$ cat config.mk
export PLATFORM = sky130hd
export DESIGN_NAME = pe_credit_dispatch_arbiter
export DESIGN_NICKNAME = d
export VERILOG_FILES = /design/src/rtl/pe_credit_dispatch_arbiter.sv
export SDC_FILE = /design/constraint.sdc
export NUM_CORES = 1
export LEC_CHECK = 0
export CAP_MARGIN = 10
export CORE_UTILIZATION = 50
export CTS_CLUSTER_DIAMETER = 100
export DETAILED_ROUTE_END_ITERATION = 12
export HOLD_SLACK_MARGIN = 0.05
export PLACE_DENSITY = 0.87
export SKIP_LAST_GASP = 1
export SYNTH_ARGS = -nofsm -noshare
export SYNTH_HDL_FRONTEND = slang
export SYNTH_SLANG_ARGS = --single-unit
$ cat constraint.sdc
create_clock -name clk -period 7 [get_ports clk]
set_clock_uncertainty 0.05 [all_clocks]
set_input_delay 1.4 -clock clk [delete_from_list [all_inputs] [get_ports clk]]
set_output_delay 1.4 -clock clk [all_outputs]
set_load 0.02 [all_outputs]
$ cat src/rtl/pe_credit_dispatch_arbiter.sv
`default_nettype none
// ============================================================================
// Module      : pe_credit_dispatch_arbiter
// Description : Credit-based round-robin dispatcher that shares one incoming
//               neighbour-particle stream among the NUM_REQ PEs of a cell.
//               Keeps a free-slot credit counter per PE, grants each accepted
//               particle to the next PE (round-robin) that has credit, and
//               offers a flush handshake that stops dispatch until every PE
//               has returned all credits and reports idle.
//
// Ports       : clk           clock
//               rst           asynchronous, active-low reset
//               in_valid      particle offered this cycle
//               in_ready      particle accepted when in_valid && in_ready
//               grant         one-hot PE select, same cycle as acceptance
//               credit_return per-PE one-cycle pulse per freed slot
//               pe_idle       per-PE pipeline empty
//               flush_req     level, request drain
//               flush_done    one-cycle pulse on drain completion
//               credit_cnt    packed credits, PE i at [i*CREDIT_W +: CREDIT_W]
//               credit_err    sticky, return received at CREDIT_MAX
//               grant_count   (PE_DISPATCH_STATS_EN) per-PE 32-bit grant count
//               stall_count   (PE_DISPATCH_STATS_EN) cycles with valid && !ready
//
// Options     : define PE_DISPATCH_STATS_EN to add the statistics counters.
//
// Revision    : 1.0 - initial release
// ============================================================================
module pe_credit_dispatch_arbiter #(
    parameter int NUM_REQ    = 4,
    parameter int CREDIT_MAX = 8,
    parameter int CREDIT_W   = $clog2(CREDIT_MAX + 1)
) (
    input  logic                         clk,
    input  logic                         rst,
    input  logic                         in_valid,
    output logic                         in_ready,
    output logic [NUM_REQ-1:0]           grant,
    input  logic [NUM_REQ-1:0]           credit_return,
    input  logic [NUM_REQ-1:0]           pe_idle,
    input  logic                         flush_req,
    output logic                         flush_done,
    output logic [NUM_REQ*CREDIT_W-1:0]  credit_cnt,
`ifdef PE_DISPATCH_STATS_EN
    output logic                         credit_err,
    output logic [NUM_REQ*32-1:0]        grant_count,
    output logic [31:0]                  stall_count
`else
    output logic                         credit_err
`endif
);

    localparam int c_PTR_W = (NUM_REQ > 1) ? $clog2(NUM_REQ) : 1;

    localparam logic [1:0] c_ST_RUN   = 2'd0;
    localparam logic [1:0] c_ST_DRAIN = 2'd1;
    localparam logic [1:0] c_ST_DONE  = 2'd2;

    localparam logic [CREDIT_W-1:0] c_CREDIT_FULL = CREDIT_W'(CREDIT_MAX);
    localparam logic [c_PTR_W:0]    c_NUM_REQ_EXT = (c_PTR_W + 1)'(NUM_REQ);
    localparam logic [c_PTR_W-1:0]  c_LAST_IDX    = c_PTR_W'(NUM_REQ - 1);

    logic [1:0]          r_state;
    logic [1:0]          w_state_next;
    logic [c_PTR_W-1:0]  r_ptr;
    logic [CREDIT_W-1:0] r_credit [NUM_REQ];
    logic                r_credit_err;

    logic [NUM_REQ-1:0]  w_has_credit;
    logic [NUM_REQ-1:0]  w_full;
    logic [NUM_REQ-1:0]  w_overflow;
    logic                w_any_credit;
    logic                w_all_full;
    logic                w_in_ready;
    logic                w_grant_en;
    logic                w_sel_valid;
    logic [c_PTR_W-1:0]  w_sel_idx;

    // ------------------------------------------------------------------
    // Per-PE credit counters
    // ------------------------------------------------------------------
    for (genvar gi = 0; gi < NUM_REQ; gi++) begin : g_credit
        assign w_has_credit[gi] = (r_credit[gi] != '0);
        assign w_full[gi]       = (r_credit[gi] == c_CREDIT_FULL);
        // A return with no matching grant on an already-full counter is
        // dropped and flagged; a return alongside a grant nets to zero.
        assign w_overflow[gi]   = credit_return[gi] & ~grant[gi] & w_full[gi];
        assign credit_cnt[gi*CREDIT_W +: CREDIT_W] = r_credit[gi];

        always_ff @(posedge clk or negedge rst) begin
            if (!rst) begin
                r_credit[gi] <= c_CREDIT_FULL;
            end else if (!w_overflow[gi]) begin
                r_credit[gi] <= r_credit[gi]
                              + CREDIT_W'(credit_return[gi])
                              - CREDIT_W'(grant[gi]);
            end
        end
    end

    assign w_any_credit = |w_has_credit;
    assign w_all_full   = &w_full;

    // ------------------------------------------------------------------
    // Handshake: ready only in RUN with at least one credit anywhere.
    // Gating with rst keeps ready low for the whole reset assertion even
    // though the counters already hold their full reset value.
    // ------------------------------------------------------------------
    assign w_in_ready = rst & (r_state == c_ST_RUN) & w_any_credit;
    assign in_ready   = w_in_ready;
    assign w_grant_en = in_valid & w_in_ready;

    // ------------------------------------------------------------------
    // Round-robin selection starting at r_ptr, first PE with credit wins
    // ------------------------------------------------------------------
    always_comb begin : p_select
        logic [c_PTR_W:0] v_sum;
        w_sel_valid = 1'b0;
        w_sel_idx   = '0;
        v_sum       = '0;
        for (int k = 0; k < NUM_REQ; k++) begin
            v_sum = {1'b0, r_ptr} + (c_PTR_W + 1)'(k);
            if (v_sum >= c_NUM_REQ_EXT) begin
                v_sum = v_sum - c_NUM_REQ_EXT;
            end
            if (!w_sel_valid && w_has_credit[v_sum[c_PTR_W-1:0]]) begin
                w_sel_valid = 1'b1;
                w_sel_idx   = v_sum[c_PTR_W-1:0];
            end
        end
    end

    always_comb begin
        grant = '0;
        if (w_grant_en && w_sel_valid) begin
            grant[w_sel_idx] = 1'b1;
        end
    end

    always_ff @(posedge clk or negedge rst) begin
        if (!rst) begin
            r_ptr <= '0;
        end else if (w_grant_en && w_sel_valid) begin
            r_ptr <= (w_sel_idx == c_LAST_IDX) ? '0 : w_sel_idx + 1'b1;
        end
    end

    // ------------------------------------------------------------------
    // Flush state machine
    // ------------------------------------------------------------------
    always_ff @(posedge clk or negedge rst) begin
        if (!rst) begin
            r_state <= c_ST_RUN;
        end else begin
            r_state <= w_state_next;
        end
    end

    always_comb begin
        w_state_next = r_state;
        case (r_state)
            c_ST_RUN:   if (flush_req) w_state_next = c_ST_DRAIN;
            c_ST_DRAIN: if (w_all_full && (&pe_idle)) w_state_next = c_ST_DONE;
            c_ST_DONE:  w_state_next = c_ST_RUN;
            default:    w_state_next = c_ST_RUN;
        endcase
    end

    assign flush_done = (r_state == c_ST_DONE);

    // ------------------------------------------------------------------
    // Sticky credit overflow flag
    // ------------------------------------------------------------------
    always_ff @(posedge clk or negedge rst) begin
        if (!rst) begin
            r_credit_err <= 1'b0;
        end else if (|w_overflow) begin
            r_credit_err <= 1'b1;
        end
    end

    assign credit_err = r_credit_err;

`ifdef PE_DISPATCH_STATS_EN
    // ------------------------------------------------------------------
    // Statistics: free-running, wrap at 2^32, untouched by flush
    // ------------------------------------------------------------------
    logic [31:0] r_grant_count [NUM_REQ];
    logic [31:0] r_stall_count;

    for (genvar gs = 0; gs < NUM_REQ; gs++) begin : g_stats
        always_ff @(posedge clk or negedge rst) begin
            if (!rst) begin
                r_grant_count[gs] <= '0;
            end else if (grant[gs]) begin
                r_grant_count[gs] <= r_grant_count[gs] + 32'd1;
            end
        end
        assign grant_count[gs*32 +: 32] = r_grant_count[gs];
    end

    always_ff @(posedge clk or negedge rst) begin
        if (!rst) begin
            r_stall_count <= '0;
        end else if (in_valid && !w_in_ready) begin
            r_stall_count <= r_stall_count + 32'd1;
        end
    end

    assign stall_count = r_stall_count;
`endif

endmodule
`default_nettype wire

Word level (Yosys, flattened, before mapping)
Cells that the tools add are included.
W data, S select, Z words.
- $lt $le $gt $ge: 10
- equality and inequality tests: 9
- muxes and demuxes: 27
- reduce and logical (&&, ||, !) cells: 19
- $add $sub $neg: 16
- bitwise operators: 15
- operators by type and width (operator ; count):
    $mux W2 ; 11
    $add A4 B1 Y4 ; 4
    $eq A4 B4 Y1 const B ; 4
    $reduce_bool A4 Y1 ; 4
    $sub A4 B1 Y4 ; 4
    $lt A2 B3 Y1 const B ; 5
    $and A1 B1 Y1 ; 11
    $ge A3 B3 Y1 const B ; 3
    $mux W1 ; 9
    $bmux W1 S2 ; 4
    $reduce_and A4 Y1 ; 2
    $reduce_or A4 Y1 ; 2
    $sub A2 B1 Y2 const B ; 4
    $add A2 B2 Y3 const B ; 2
    $logic_and A1 B1 Y1 ; 6
    $eq A2 B2 Y1 const B ; 2
    $mux W4 ; 1
    $ne A2 B2 Y1 const B ; 2
    $not A1 Y1 ; 4
    $pmux W2 S2 ; 1
    $add A2 B1 Y3 const B ; 1
    $ge A2 B3 Y1 const B ; 1
    $logic_not A1 Y1 ; 3
    $add A2 B1 Y2 const B ; 1
    5 further kinds ; 5
- output and inout bits: 23
- input port bits: 12
- bits in registers: 21
- word-level logic and storage cells: 103

Depth between registers and ports, before layout
Gate-level depths: netlist of run 1.
- depth in word-level cells: 23
- gate-level depth with buffers: 16
- depth with buffers taken out: 16

Worst setup path after synthesis of run 1
No wires, ideal clock.
- kind: input to output
- start point: input port rst
- end point: output port grant[0]
- data required time: 5.550 ns
- slack: 2.995 ns
- data arrival time: 2.555 ns
- cell stages on the path: 4
- path buffers: 1
- cells stage by stage: or3b_4 > a41oi_4 > buf_6 > nor2b_1
- longest elaborated chain between the ends: 5
- RTL lines (item ; line ; source):
    from (decl) ; 35 ; input logic rst,
    $and A1 B1 Y1 (2 in series) ; 109 ; assign w_in_ready = rst & (r_state == c_ST_RUN) & w_any_credit;
    via in_ready ; 37 ; output logic in_ready,
    $and A1 B1 Y1 ; 111 ; assign w_grant_en = in_valid & w_in_ready;
    $logic_and A1 B1 Y1 ; 135 ; if (w_grant_en && w_sel_valid) begin
    $mux W4 ; 135 ;
    to (decl) ; 38 ; output logic [NUM_REQ-1:0] grant,
The timed path passes the listed nets, and every way through them passes these cells.

Final worst setup path of run 1
- start point: input port rst
- end point: output port grant[1]
- longest elaborated chain between the ends: 5
- RTL lines (item ; line):
    $and A1 B1 Y1 (2 in series) ; 109
    $and A1 B1 Y1 ; 111
    $logic_and A1 B1 Y1 ; 135
    $mux W4 ; 135
No other way between the ends.

==> run_results.csv, run 1 <==
group,metric,value,unit
outcome,status,"complete, no violations",
cts,cts-resized-gates,0,
critical_path,path_buf_inv,3,
grt,grtUsageMet2,0.3121,
drt,wl_per_cell,12.83,µm
logic_synthesis,synth_fp_nets,214,
logic_synthesis,netlist_instances,170,
timing,final.min_clock_period,5349,ps
drt,vias,1314,
timing,setup_viol,0,
critical_path,worst_path_most_repeated_cell,"clkdlybuf4s50_1",
drt,ant_nets,0,
layout,drive_gt1_frac,0.1063,
cts,cts_inserted_buffers,3,
layout,diodes,0,
grt,busiest_layer,"met2",
critical_path,r2r_slack,3500,ps
grt,antenna_found_initial,0,
critical_path,critPathSlowestCell,"clkdlybuf4s50_1",
timing,worst_pin_slew,476.6,ps
job,maxCapViolCount,0,
critical_path,crit_family,"buffers and inverters",
floorplanning,fp.dieW,61.44,µm
timing,maxSlewViolCount,0,
logic_synthesis,yosys_warnings,0,
grt,globalRouteMet3Util,0.02521,
worst_hold_path,hold_class,"reg -> reg",
layout,fillers,294,
critical_path,crit_chain,"clkdlybuf4s50_1 > buf_4 > or3b_4 > a41oi_4 > and3_1 > clkdlybuf4s50_1",
grt,grt_usage,0.1886,
logic_synthesis,netlist_area,1767,µm²
pwr,power.density,409.5,nW/µm²
floorplanning,core_area,3363,µm²
floorplanning,ios,35,
timing,slew-limit-headroom,0.6812,
place,place_ws,1612,ps
cts,cts_tree,"done",
critical_path,cp_max_fo,22,
grt,grt_pass1_vias,1236,
logic_synthesis,syn_avg_cell_area,10.39,µm²
logic_synthesis,ys.flop_type,"dfrtp_1",
timing,finalCritPeriodShare,0.7642,
drt,drtPass1Iterations,4,
critical_path,max_stage_delay,620,ps
critical_path,startpoint_type,"input pin",
timing,whs,432.3,ps
timing,rsz0062_at_grt,"false",
place,place.gp.congestion,0.8543,
logic_synthesis,ys_ff_latch,21,
grt,grt_overflow_total,0,
place,dp.final_hpwl,2.672,mm
floorplanning,die_h,61.44,µm
drt,viasPerCell,5.194,
critical_path,end_kind,"output pin",
pwr,ir_drop,243.0,µV
cts,clkLatencyLatePin,300,ps
pwr,leakagePower,1.043,nW
layout,area.sequential,530.5,µm²
cts,cts_setup_buffers,0,
place,portBuffers,34,
floorplanning,std_cell_rows,21,
cts,clk_path_buf_depth,2,
cts,cts_sinks,21,
grt,met1_usage,0.2500,
critical_path,worstPathRequired,5550,ps
logic_synthesis,synthArstFlopShare,1.000,
timing,setup_slack,1651,ps
logic_synthesis,ys_seq_area_frac,0.3003,
grt,grt_pass1_wl,5.209,mm
drt,wirelength,3.247,mm
cts,clockRootBuffer,"clkbuf_4",
timing,report.final.hold_viol_count,0,
timing,setup_tns,0,ps
layout,num-nets-final,252,
drt,drt-initial-drc-count,55,
cts,clk_pin_slew,120,ps
logic_synthesis,synth_cell_types,40,
critical_path,path_class,"in -> out",
logic_synthesis,synth-edff-count,0,
layout,synthToLayoutAreaGrowth,23.58,%
layout,multi_input_area,1112,µm²
cts,ctsHoldBuffers,0,
cts,htreeDepth,1,
timing,clock.fmax,186.9,MHz
floorplanning,initial_core_util,0.5253,
grt,grt_max_degree,23,
drt,drc,0,
floorplanning,dieArea,3775,µm²
critical_path,arrival,3900,ps
==> area by class of cell <==
type,count,area share
clock buffer,4,0.01203
sequential,21,0.2430
inverter,29,0.04986
multi-input combinational,118,0.5095
timing repair buffer,35,0.1593
tap,46,0.02636
==> where the power goes <==
group | switching [mW] | internal [mW] | total (mW) | leakage, nW
combinational | 0.284 | 0.295 | 0.579 | 0.788
sequential | 0.0676 | 0.188 | 0.255 | 0.240
clock | 0.0371 | 0.0222 | 0.0594 | 0.0150
total | 0.389 | 0.505 | 0.894 | 1.04
==> Yosys cell counts, types with 3 or more instances <==
cell type,number,share of area
inv_1,29,0.062
ha_1,28,0.20
dfrtp_1,17,0.24
a21oi_1,9,0.025
mux2i_1,8,0.045
nand2_1,7,0.015
nor2_1,6,0.013
and2_1,5,0.018
xnor2_1,5,0.025
a21o_1,4,0.017
dfstp_2,4,0.059
fa_1,4,0.045
nor3b_4,4,0.042
and3_1,3,0.011
nor3b_1,3,0.013
xor2_1,3,0.015
==> metrics by stage <==
step                instances  instance area, µm²  total power, mW    util
floorplan                 170                1767           0.6609       -
global placement          249                2157           0.8216  0.6414
detailed placement        249                2157           0.8456  0.6414
CTS                       253                2183           0.9068  0.6492
global route              253                2183           0.9882  0.6492
finish                    253                2183           0.8940  0.6492
==> worst paths after layout <==
kind                                from             to  cells after the start
max in group asynchronous            rst  credit_cnt[7]                      2
max                                  rst       grant[1]                      6
min reg2reg                   r_state[1]     r_state[0]                      1
min in group asynchronous            rst  credit_cnt[5]                      2
max reg2reg                credit_cnt[2]  credit_cnt[1]                     15
min                           r_state[1]     r_state[0]                      1
==> routing by layer <==
layer | wire (µm) | share of wire
met4 | 31 | 0.0095
met3 | 113 | 0.035
met5 | 0 | 0
met2 | 1510 | 0.47
met1 | 1592 | 0.49
==> cell families after synthesis <==
kind of cell	share of synthesized area
adders and majority gates	0.2436
muxes	0.05170
buffers and inverters	0.07011
xor gates and xnor gates	0.03966
DFF	0.3003
and+or+nand+nor	0.1700
AOI/OAI and AO/OA	0.1247
==> worst register-to-register path, cell delays in order, from the launching register on <==
cell and delay (ps):
dfrtp_1 400, inv_1 120, ha_1 160, nor3b_4 340
o221ai_1 190, a22oi_1 370, inv_1 120, ha_1 260
nand2_1 130, nor2b_1 80, ha_1 290, inv_1 50
ha_1 160, inv_1 60, fa_1 470, and2b_1 170
==> cell usage in the layout, fill, tap and decap left out, types with 5 or more instances in the layout <==
cell type,netlist,layout
mux2i_1,8,8
inv_1,29,29
nand2_1,7,7
clkdlybuf4s50_1,0,34
a21oi_1,9,9
nor2_1,6,6
ha_1,28,28
dfrtp_1,17,17
and2_1,5,5
xnor2_1,5,5
==> registers in the layout (all words and copies together), names as in the netlist <==
register / flops
credit_cnt: 16
credit_err: 1
r_ptr: 2
r_state: 2
No activity file was read; power rests on OpenSTA's default activity.
==> run 2, diff against run 1 <==
clock period = 5.12 ns   (was 7 ns; I/O delays follow)
==> run 2 against run 1 <==
Compared with the run above: die area unchanged; global-route usage up 2.0 points; worst setup slack worse by 830 ps; combinational power up 39%; sequential cell count unchanged; via count up 2.3%; clock power up 46%; sequential power up 36%; critical path depth down 1; largest cell class unchanged.
==> run_results.csv, run 2 (synthesis results as in run 1) <==
group,metric,value,unit
floorplanning,die_h,61.44,µm
grt,grt_usage,0.2086,
critical_path,r2r_start,"credit_cnt[2]",
critical_path,cp_max_fo,13,
critical_path,arrival,3230,ps
drt,viasPerCell,5.312,
timing,maxSlewViolCount,0,
cts,cts_tree,"done",
critical_path,path_class,"in -> out",
cts,cts_setup_buffers,0,
drt,wl_per_cell,13.79,µm
critical_path,worstPathRequired,4050,ps
cts,clkLatencyLatePin,320,ps
cts,clockRootBuffer,"clkbuf_4",
critical_path,end_kind,"output pin",
timing,report.final.hold_viol_count,0,
layout,largest_register_ffs,16,
timing,slew-limit-headroom,0.6922,
floorplanning,fp.dieW,61.44,µm
cts,cts_inserted_buffers,3,
cts,clk_path_buf_depth,2,
timing,setup_tns,0,ps
critical_path,reg2reg_depth,15,
timing,worst_pin_slew,460.3,ps
floorplanning,ios,35,
pwr,leakagePower,1.043,nW
layout,num-nets-final,252,
layout,diodes,0,
floorplanning,dieArea,3775,µm²
place,dp_cells,249,
grt,grt_max_degree,22,
pwr,finalPower,1.239,mW
grt,grt_pass1_vias,1324,
outcome,status,"complete, no violations",
timing,rsz0062_at_grt,"false",
timing,whs,452.6,ps
timing,finalCritPeriodShare,0.8406,
timing,setup_viol,0,
grt,grt_pass1_wl,5.796,mm
drt,vias,1344,
timing,final.min_clock_period,4304,ps
worst_hold_path,hold_end,"r_state[0]",
place,dp.final_hpwl,2.795,mm
place,place.gp.congestion,0.7899,
drt,ant_nets,0,
layout,final_cell_mix,"clkdlybuf4s50_1 (34), inv_1 (29), ha_1 (28), dfrtp_1 (17), a21oi_1 (9)",
grt,grt_overflow_total,0,
drt,drc,0,
cts,clk_pin_slew,130,ps
layout,final_cells,253,
layout,synthToLayoutAreaGrowth,23.58,%
place,portBuffers,34,
worst_hold_path,hold_class,"reg -> reg",
place,place_ws,823.8,ps
critical_path,r2r_slack,1550,ps
cts,htreeDepth,1,
timing,clock.fmax,232.4,MHz
critical_path,r2r-end,"credit_cnt[10]",
floorplanning,core_area,3363,µm²
layout,drive_gt1_frac,0.1063,
drt,drt-initial-drc-count,48,
drt,wirelength,3.488,mm
pwr,ir_drop,297.8,µV
cts,ctsHoldBuffers,0,
floorplanning,std_cell_rows,21,
worst_hold_path,hold_start,"r_state[1]",
layout,final_common_cell,"clkdlybuf4s50_1",
job,maxCapViolCount,0,
grt,antenna_found_initial,0,
critical_path,startpoint_type,"input pin",
cts,cts_sinks,21,
timing,setup_slack,816.3,ps
drt,drtPass1Iterations,4,
cts,cts-resized-gates,0,
floorplanning,initial_core_util,0.5253,
worst_hold_path,whs_path_depth,1,
pwr,power.density,567.4,nW/µm²
## run 2: cell counts in the layout (fill, tap and decap cells not counted)
Identical to the previous run, type by type.
## run 2: per-stage QoR
stage	area, µm²	utilization
final	2183	0.6492
after global routing	2183	0.6492
after CTS	2183	0.6492
after detailed placement	2157	0.6414
after global placement	2157	0.6414
after floorplan	1767	-
## run 2: area by class of cell
class | instances | area (µm²)
inverter | 29 | 108.9
sequential | 21 | 530.5
multi-input combinational | 118 | 1112
clock buffer | 4 | 26.28
timing repair buffer | 35 | 347.8
fill | 304 | 1180
tap | 46 | 57.56
## run 2: how the worst max path moves through the flow
stage	slack (ps)	start	cells after the start	end
after floorplan	1590	credit_cnt[6]	15	credit_cnt[1]
after global routing	730	rst	5	grant[0]
final	820	rst	5	grant[1]
after global placement	860	rst	5	grant[3]
after detailed placement	820	rst	5	grant[1]
after CTS	820	rst	5	grant[1]
## run 2: report_power, final
part | internal, mW | switching (mW)
Sequential | 0.256 | 0.0902
Combinational | 0.406 | 0.399
Clock | 0.0305 | 0.0563
Total | 0.693 | 0.546
## run 2: metal layers
| metal | vias to the layer above | part of all wire | wire length (µm) | GRT usage |
|---|---|---|---|---|
| li1 | 652 | - | - | - |
| met1 | 661 | 0.47 | 1629 | 0.2752 |
| met2 | 27 | 0.49 | 1697 | 0.3540 |
| met3 | 4 | 0.037 | 130 | 0.02941 |
| met4 | 0 | 0.0089 | 31 | 0.06667 |
| met5 | - | 0 | 0 | 0 |
## run 2: critical path: stages
cell and delay, ps:
clkdlybuf4s50_1 490, or3b_4 420, a41oi_4 410, and3_1 270
clkdlybuf4s50_1 610
